===== src/rtl/regfile_mp_if.sv =====
// Bus bundle between the decode/issue/retire logic (master) and the multi-port register file (slave).
// There is no backpressure on this bundle. wenN and iss_en commit at the next rising clk edge.
// rdata, stall and pend are combinational results of the current inputs and stored state.
interface regfile_mp_if #(
  parameter int DSIZE = 16,
  parameter int ASIZE = 4,
  parameter int NRD   = 2
);
  logic                   wen0;
  logic [ASIZE-1:0]       waddr0;
  logic [DSIZE-1:0]       wdata0;
  logic                   wen1;
  logic [ASIZE-1:0]       waddr1;
  logic [DSIZE-1:0]       wdata1;
  logic [NRD*ASIZE-1:0]   raddr;
  logic [NRD*DSIZE-1:0]   rdata;
  logic                   iss_en;
  logic [ASIZE-1:0]       iss_addr;
  logic [NRD-1:0]         stall;
  logic [(2**ASIZE)-1:0]  pend;

  modport master (
    output wen0, waddr0, wdata0, wen1, waddr1, wdata1, raddr, iss_en, iss_addr,
    input  rdata, stall, pend
  );

  modport slave (
    input  wen0, waddr0, wdata0, wen1, waddr1, wdata1, raddr, iss_en, iss_addr,
    output rdata, stall, pend
  );
endinterface


===== src/rtl/regfile_mp.sv =====
// Multi-port register file with two write ports, same-cycle write->read forwarding,
// optional hardwired-zero R0 and a per-register pending scoreboard driving per-port stall flags.
module regfile_mp #(
  parameter int DSIZE   = 16,
  parameter int ASIZE   = 4,
  parameter int NRD     = 2,
  parameter int ZERO_R0 = 1
) (
  input logic         clk,
  input logic         rst,
  regfile_mp_if.slave bus
);
  localparam int NREG = 2 ** ASIZE;

  logic [DSIZE-1:0]     regs_q [NREG];
  logic [DSIZE-1:0]     regs_d [NREG];
  logic [NREG-1:0]      pend_q;
  logic [NREG-1:0]      pend_d;
  logic                 wr0_ok;
  logic                 wr1_ok;
  logic                 iss_ok;
  logic [ASIZE-1:0]     rd_addr;
  logic [DSIZE-1:0]     rd_val;
  logic                 rd_stall;
  logic [NRD*DSIZE-1:0] rdata_c;
  logic [NRD-1:0]       stall_c;

  // Writes and issues aimed at a hardwired R0 are dropped before they reach state.
  always_comb begin
    wr0_ok = bus.wen0;
    wr1_ok = bus.wen1;
    iss_ok = bus.iss_en;
    if (ZERO_R0 != 0) begin
      if (bus.waddr0 == '0)   wr0_ok = 1'b0;
      if (bus.waddr1 == '0)   wr1_ok = 1'b0;
      if (bus.iss_addr == '0) iss_ok = 1'b0;
    end
  end

  // Port 1 is applied last so it wins a same-address collision.
  always_comb begin
    for (int i = 0; i < NREG; i++) begin
      regs_d[i] = regs_q[i];
    end
    if (wr0_ok) regs_d[bus.waddr0] = bus.wdata0;
    if (wr1_ok) regs_d[bus.waddr1] = bus.wdata1;
  end

  // Issue outranks a same-cycle write: the new producer is still outstanding.
  always_comb begin
    pend_d = pend_q;
    for (int i = 0; i < NREG; i++) begin
      if (iss_ok && (bus.iss_addr == ASIZE'(i))) begin
        pend_d[i] = 1'b1;
      end else if ((wr0_ok && (bus.waddr0 == ASIZE'(i))) ||
                   (wr1_ok && (bus.waddr1 == ASIZE'(i)))) begin
        pend_d[i] = 1'b0;
      end
    end
    if (ZERO_R0 != 0) pend_d[0] = 1'b0;
  end

  always_ff @(posedge clk) begin
    if (rst) begin
      for (int i = 0; i < NREG; i++) begin
        regs_q[i] <= '0;
      end
      pend_q <= '0;
    end else begin
      for (int i = 0; i < NREG; i++) begin
        regs_q[i] <= regs_d[i];
      end
      pend_q <= pend_d;
    end
  end

  // Read ports: a write landing this cycle both forwards its data and clears the hazard.
  always_comb begin
    rdata_c  = '0;
    stall_c  = '0;
    rd_addr  = '0;
    rd_val   = '0;
    rd_stall = 1'b0;
    for (int k = 0; k < NRD; k++) begin
      rd_addr  = bus.raddr[k*ASIZE +: ASIZE];
      rd_val   = regs_q[rd_addr];
      rd_stall = pend_q[rd_addr];
      if (bus.wen0 && (bus.waddr0 == rd_addr)) begin
        rd_val   = bus.wdata0;
        rd_stall = 1'b0;
      end
      if (bus.wen1 && (bus.waddr1 == rd_addr)) begin
        rd_val   = bus.wdata1;
        rd_stall = 1'b0;
      end
      if ((ZERO_R0 != 0) && (rd_addr == '0)) begin
        rd_val   = '0;
        rd_stall = 1'b0;
      end
      rdata_c[k*DSIZE +: DSIZE] = rd_val;
      stall_c[k]                = rd_stall;
    end
  end

  assign bus.rdata = rdata_c;
  assign bus.stall = stall_c;
  assign bus.pend  = pend_q;
endmodule

===== src/flat_wrapper.sv =====
// flat-port wrapper written by rule: the top's interface ports become plain ports
module regfile_mp_flat 
#(
  parameter int DSIZE   = 16,
  parameter int ASIZE   = 4,
  parameter int NRD     = 2,
  parameter int ZERO_R0 = 1
)
  (clk, rst, bus_wen0, bus_waddr0, bus_wdata0, bus_wen1, bus_waddr1, bus_wdata1, bus_raddr, bus_iss_en, bus_iss_addr, bus_rdata, bus_stall, bus_pend);
  regfile_mp_if #(.DSIZE(DSIZE), .ASIZE(ASIZE), .NRD(NRD)) bus_i ();
  input logic clk;
  input logic rst;
  input wire logic [$bits(bus_i.wen0)-1:0] bus_wen0;
  input wire logic [$bits(bus_i.waddr0)-1:0] bus_waddr0;
  input wire logic [$bits(bus_i.wdata0)-1:0] bus_wdata0;
  input wire logic [$bits(bus_i.wen1)-1:0] bus_wen1;
  input wire logic [$bits(bus_i.waddr1)-1:0] bus_waddr1;
  input wire logic [$bits(bus_i.wdata1)-1:0] bus_wdata1;
  input wire logic [$bits(bus_i.raddr)-1:0] bus_raddr;
  input wire logic [$bits(bus_i.iss_en)-1:0] bus_iss_en;
  input wire logic [$bits(bus_i.iss_addr)-1:0] bus_iss_addr;
  output wire logic [$bits(bus_i.rdata)-1:0] bus_rdata;
  output wire logic [$bits(bus_i.stall)-1:0] bus_stall;
  output wire logic [$bits(bus_i.pend)-1:0] bus_pend;
  assign bus_i.wen0 = bus_wen0;
  assign bus_i.waddr0 = bus_waddr0;
  assign bus_i.wdata0 = bus_wdata0;
  assign bus_i.wen1 = bus_wen1;
  assign bus_i.waddr1 = bus_waddr1;
  assign bus_i.wdata1 = bus_wdata1;
  assign bus_i.raddr = bus_raddr;
  assign bus_i.iss_en = bus_iss_en;
  assign bus_i.iss_addr = bus_iss_addr;
  assign bus_rdata = bus_i.rdata;
  assign bus_stall = bus_i.stall;
  assign bus_pend = bus_i.pend;
  regfile_mp #(.DSIZE(DSIZE), .ASIZE(ASIZE), .NRD(NRD), .ZERO_R0(ZERO_R0)) u_core (.clk(clk), .rst(rst), .bus(bus_i));
endmodule

===== config.mk =====
export PLATFORM = sky130hd
export DESIGN_NAME = regfile_mp_flat
export DESIGN_NICKNAME = d
export VERILOG_FILES = /design/src/rtl/regfile_mp_if.sv /design/src/rtl/regfile_mp.sv /design/src/flat_wrapper.sv
export SDC_FILE = /design/constraint.sdc
export NUM_CORES = 1
export LEC_CHECK = 0
export CAP_MARGIN = 10
export CORE_ASPECT_RATIO = 1.4
export CORE_UTILIZATION = 35
export CTS_CLUSTER_SIZE = 14
export DETAILED_ROUTE_END_ITERATION = 10
export DONT_BUFFER_PORTS = 1
export HOLD_SLACK_MARGIN = 0.12
export SLEW_MARGIN = 30
export SYNTH_ARGS = -nofsm -noshare
export SYNTH_HDL_FRONTEND = slang
export SYNTH_SLANG_ARGS = --single-unit

===== constraint.sdc =====
create_clock -name clk -period 4.31 [get_ports clk]
set_input_delay 0.431 -clock clk [delete_from_list [all_inputs] [get_ports clk]]
set_output_delay 0.431 -clock clk [all_outputs]
set_load 0.1 [all_outputs]

==> summary.txt <==
STA
  • Actual transition at the worst max-transition pin: ~1000 ps
  • Relative max-transition margin: approximately 30%
  • Portion of the clock cycle consumed by the worst path in the final layout: about four fifths
  • Shortest period the worst path allows: roughly 3400 ps
  • Maximum operating frequency: about 290 MHz
  • Setup slack of the critical path after layout: ~900 ps
  • Setup repair after global routing missed its margin: no
  • Fin Clk Skew: 0 ps
  • Fin. Hold Viols: 0
  • Total Neg Setup Slack: 0 ps
  • Setup Viol. Count Final: 0
  • Count of pins over their slew limit: 0

Worst setup path
  • Startpoint types: register
  • Worst Setup End Kind: primary output
  • Ordered cell list for the critical path: mux4_2 -> mux4_2 -> and3_1 -> buf_4
  • Cell type of the slowest stage on the worst timing path: sky130_fd_sc_hd__dfxtp_1
  • Most common cell on crit path: sky130_fd_sc_hd__mux4_2
  • Endpoint arrival time on the critical path: roughly 3000 ps
  • Setup CP Type: register to primary output
  • Worst Path Required: a little under 4000 ps
  • Max incr delay on CP: 670 ps
  • Top fanout value on the critical path: 4

GRT
  • GRT Util Overall: between 20 and 30%
  • Initial antenna violation count: 2
  • Vias in the first global route: 15400
  • Pin count of the biggest net entering global routing: about 220
  • Remaining global-route overflow: 0
  • Global-route wire length before repair: 101 mm

Placed design
  • Hpwl dp: 42.5 mm
  • DP Worst Slack: approximately 1200 ps
  • Port-buffer cells: 0
  • Placer Congestion: 0.960
  • Number of cells after detailed placement: about 2300

Clocking
  • Clock transition at the registers of the reported paths: around 70 ps
  • Cell at the root of the clock tree: sky130_fd_sc_hd__clkbuf_16
  • H-tree lvl count: 1
  • Clock buffers created by TritonCTS: 27
  • Max Buffers Root-to-Sink: 3
  • Clock tree from TritonCTS: built
  • Clock network latency to the later pin of the worst-skew pair: ~570 ps
  • Clock Sinks: around 270
  • Buffers inserted during post-CTS setup optimization: 0

Layout
  • Most frequent cells in the layout: 390 x sky130_fd_sc_hd__nor2_1, 262 x sky130_fd_sc_hd__dfxtp_1, 231 x sky130_fd_sc_hd__a211oi_1
  • Layout cell share with drive strength beyond 1: 17.0%
  • Most frequent standard cell in the layout excluding fill and tap cells: sky130_fd_sc_hd__nor2_1
  • Non-filler instance count after layout: approximately 2500
  • Nets@finish: ~1900
  • Synth-to-layout area growth: 14.0%
  • Antenna cells: 0

Run status
  • Status: completed

Route
  • Number of remaining DRC errors: 0
  • Post-detailed-route count of antenna-violating nets: 0
  • Detailed-router iteration count before antenna repair: 7
  • Wire per inst: approximately 28 µm
  • DRC violation total after the first TritonRoute iteration: roughly 1800
  • Detailed-route via count: approximately 16000
  • Final wirelength: between 60 and 70 mm
  • Average vias per placed instance: 6.48

Synthesis
  • Mapped Avg Cell Area: roughly 9 µm²
  • Async set-or-reset flop fraction in the synthesized netlist: 0%
  • Basic-gate share of the synthesized area counting and, or, nand and nor cells: approximately 14%
  • Dominant combinational cell family by area after synthesis: multiplexers
  • Synth Area in Compound Gates: 22.8%
  • Post-Synthesis Cells: 1870
  • Syn. warnings: 0
  • Sequential element share of the synthesized area: 32.2%
  • Mapped Nets: between 1500 and 2000
  • Multiplexer fraction of the synthesized cell area: between 20% and 30%
  • Count of different cell masters after synthesis: between 50 and 60
  • EDFF count, synth: 0
  • Seq cells post-synth: about 270
  • Post-synthesis share of cell area spent on xor and xnor gates: 0.832%
  • Post-synthesis instance area: approximately 17000 µm²
  • Commonest register cell after synthesis: sky130_fd_sc_hd__dfxtp_1
  • Arithmetic-cell share of the synthesized area counting full adders, half adders and majority gates: 0%

Floorplan
  • Width of the die: approximately 190 µm
  • Area of the core region: about 47000 µm²
  • Initial cell density of the core: around 36%
  • Rows: 94
  • Die ar.: about 50000 µm²
  • I/O pin count: about 110
  • Die H: ~260 µm

Power
  • Cell leakage power: about 6.5 nW
  • Power per standard cell area: 327 nW/µm²
  • Peak ir drop on the vdd network: around 0.28 mV
  • Power consumption: about 0.0063 W

Worst hold path
  • Class of the most critical hold timing path: primary input to register

Run
  • MaxCap Viol Count: 0
-- critical path: cells and delay by family, from the launching register on --
family | cells | cell delay, ps
mux | 2 | 1200
flops | 1 | 670
simple gates | 1 | 270
buf+inv | 1 | 250
-- state kept, by name, indices dropped and copies added, names as in the netlist --
name	count
u_core.regs_q	256
u_core.bus.pend	15
-- metal layers --
metal | share of wire [%] | track usage [%] | vias to the layer above
met5 | 0.017 | 0 | -
met4 | 8.2 | 21.9 | 2
met3 | 8.6 | 4.45 | 301
met2 | 48 | 47.0 | 920
met1 | 35 | 31.1 | 7828
li1 | - | - | 6860
-- per-stage QoR --
stage	instance area, µm²	util (%)	hold slack, ps
after detailed placement	17300	36.6	471
after global routing	19200	40.6	130
after global placement	17300	36.5	463
after CTS	19100	40.4	120
after floorplan	16800	-	451
final	19200	40.6	134
-- what timing repair did --
| item | in CTS | in global routing |
|---|---|---|
| gates resized for setup | 0 | 0 |
| hold buffers | 92 | 0 |
| endpoints found under the hold margin | 271 | 0 |
-- report_power, final --
| part | internal (W) | switching (W) | leakage [nW] | total, W |
|---|---|---|---|---|
| logic | 0.000367 | 0.000753 | 3.87 | 0.00112 |
| clock network | 0.00141 | 0.00110 | 0.451 | 0.00251 |
| registers | 0.00258 | 0.0000760 | 2.20 | 0.00266 |
-- synthesized netlist by cell type (7+ instances only) --
| library cell | count | area, µm² |
|---|---|---|
| sky130_fd_sc_hd__nand2b_1 | 9 | 56.3 |
| sky130_fd_sc_hd__a32oi_1 | 10 | 87.6 |
| sky130_fd_sc_hd__nor3_1 | 51 | 255 |
| sky130_fd_sc_hd__buf_2 | 45 | 225 |
| sky130_fd_sc_hd__o22a_1 | 7 | 61.3 |
| sky130_fd_sc_hd__xor2_1 | 12 | 105 |
| sky130_fd_sc_hd__nor2b_1 | 27 | 169 |
| sky130_fd_sc_hd__nand3b_1 | 7 | 52.6 |
| sky130_fd_sc_hd__mux4_2 | 130 | 2930 |
| sky130_fd_sc_hd__nand2_1 | 28 | 105 |
| sky130_fd_sc_hd__nor2_1 | 390 | 1460 |
| sky130_fd_sc_hd__mux2_2 | 8 | 90.1 |
| sky130_fd_sc_hd__dfxtp_1 | 271 | 5430 |
| sky130_fd_sc_hd__buf_1 | 10 | 37.5 |
| sky130_fd_sc_hd__o221a_2 | 18 | 203 |
| sky130_fd_sc_hd__buf_4 | 15 | 113 |
| sky130_fd_sc_hd__o21ai_0 | 17 | 85.1 |
| sky130_fd_sc_hd__mux2i_1 | 87 | 871 |
| sky130_fd_sc_hd__o221ai_1 | 7 | 61.3 |
| sky130_fd_sc_hd__a21oi_1 | 167 | 836 |
| sky130_fd_sc_hd__buf_6 | 12 | 135 |
| sky130_fd_sc_hd__nand3_1 | 10 | 50.1 |
| sky130_fd_sc_hd__inv_1 | 18 | 67.6 |
| sky130_fd_sc_hd__a211oi_2 | 10 | 125 |
| sky130_fd_sc_hd__o22ai_1 | 34 | 213 |
| sky130_fd_sc_hd__clkbuf_1 | 153 | 574 |
| sky130_fd_sc_hd__o21a_1 | 15 | 113 |
| sky130_fd_sc_hd__a221oi_1 | 18 | 158 |
| sky130_fd_sc_hd__a211oi_1 | 232 | 1740 |
-- cell type report --
cell class | count | area, µm²
clock buffer | 36 | 759
sequential | 271 | 5440
multi-input combinational | 1343 | 10600
clock inverter | 12 | 135
fill | 4590 | 28100
inverter | 21 | 78.8
timing repair buffer | 149 | 1430
tap | 624 | 781
-- worst paths after layout --
path                                           from                   end  slack [ps]  cells past startpoint
worst max-delay path             u_core.bus.pend[7]          bus_stall[0]         910                      4
worst min-delay path                  bus_wdata0[7]  u_core.regs_q[14][7]         130                      2
worst max register to register  u_core.bus.pend[12]   u_core.bus.pend[12]        2340                      3
worst min register to register  u_core.regs_q[0][0]   u_core.regs_q[0][0]         480                      1
-- logic make-up (layout without fill, tap and decap cells) --
family | count (synthesis) | count (layout)
multiplexers | 225 | 225
AO/OA/AOI/OAI | 552 | 552
AND/OR/NAND/NOR | 549 | 549
buffers and inverters | 256 | 218
XOR/XNOR | 16 | 16
flip-flops | 271 | 271
other | 1 | 1
Note: power is estimated with default switching activity, not from simulation.
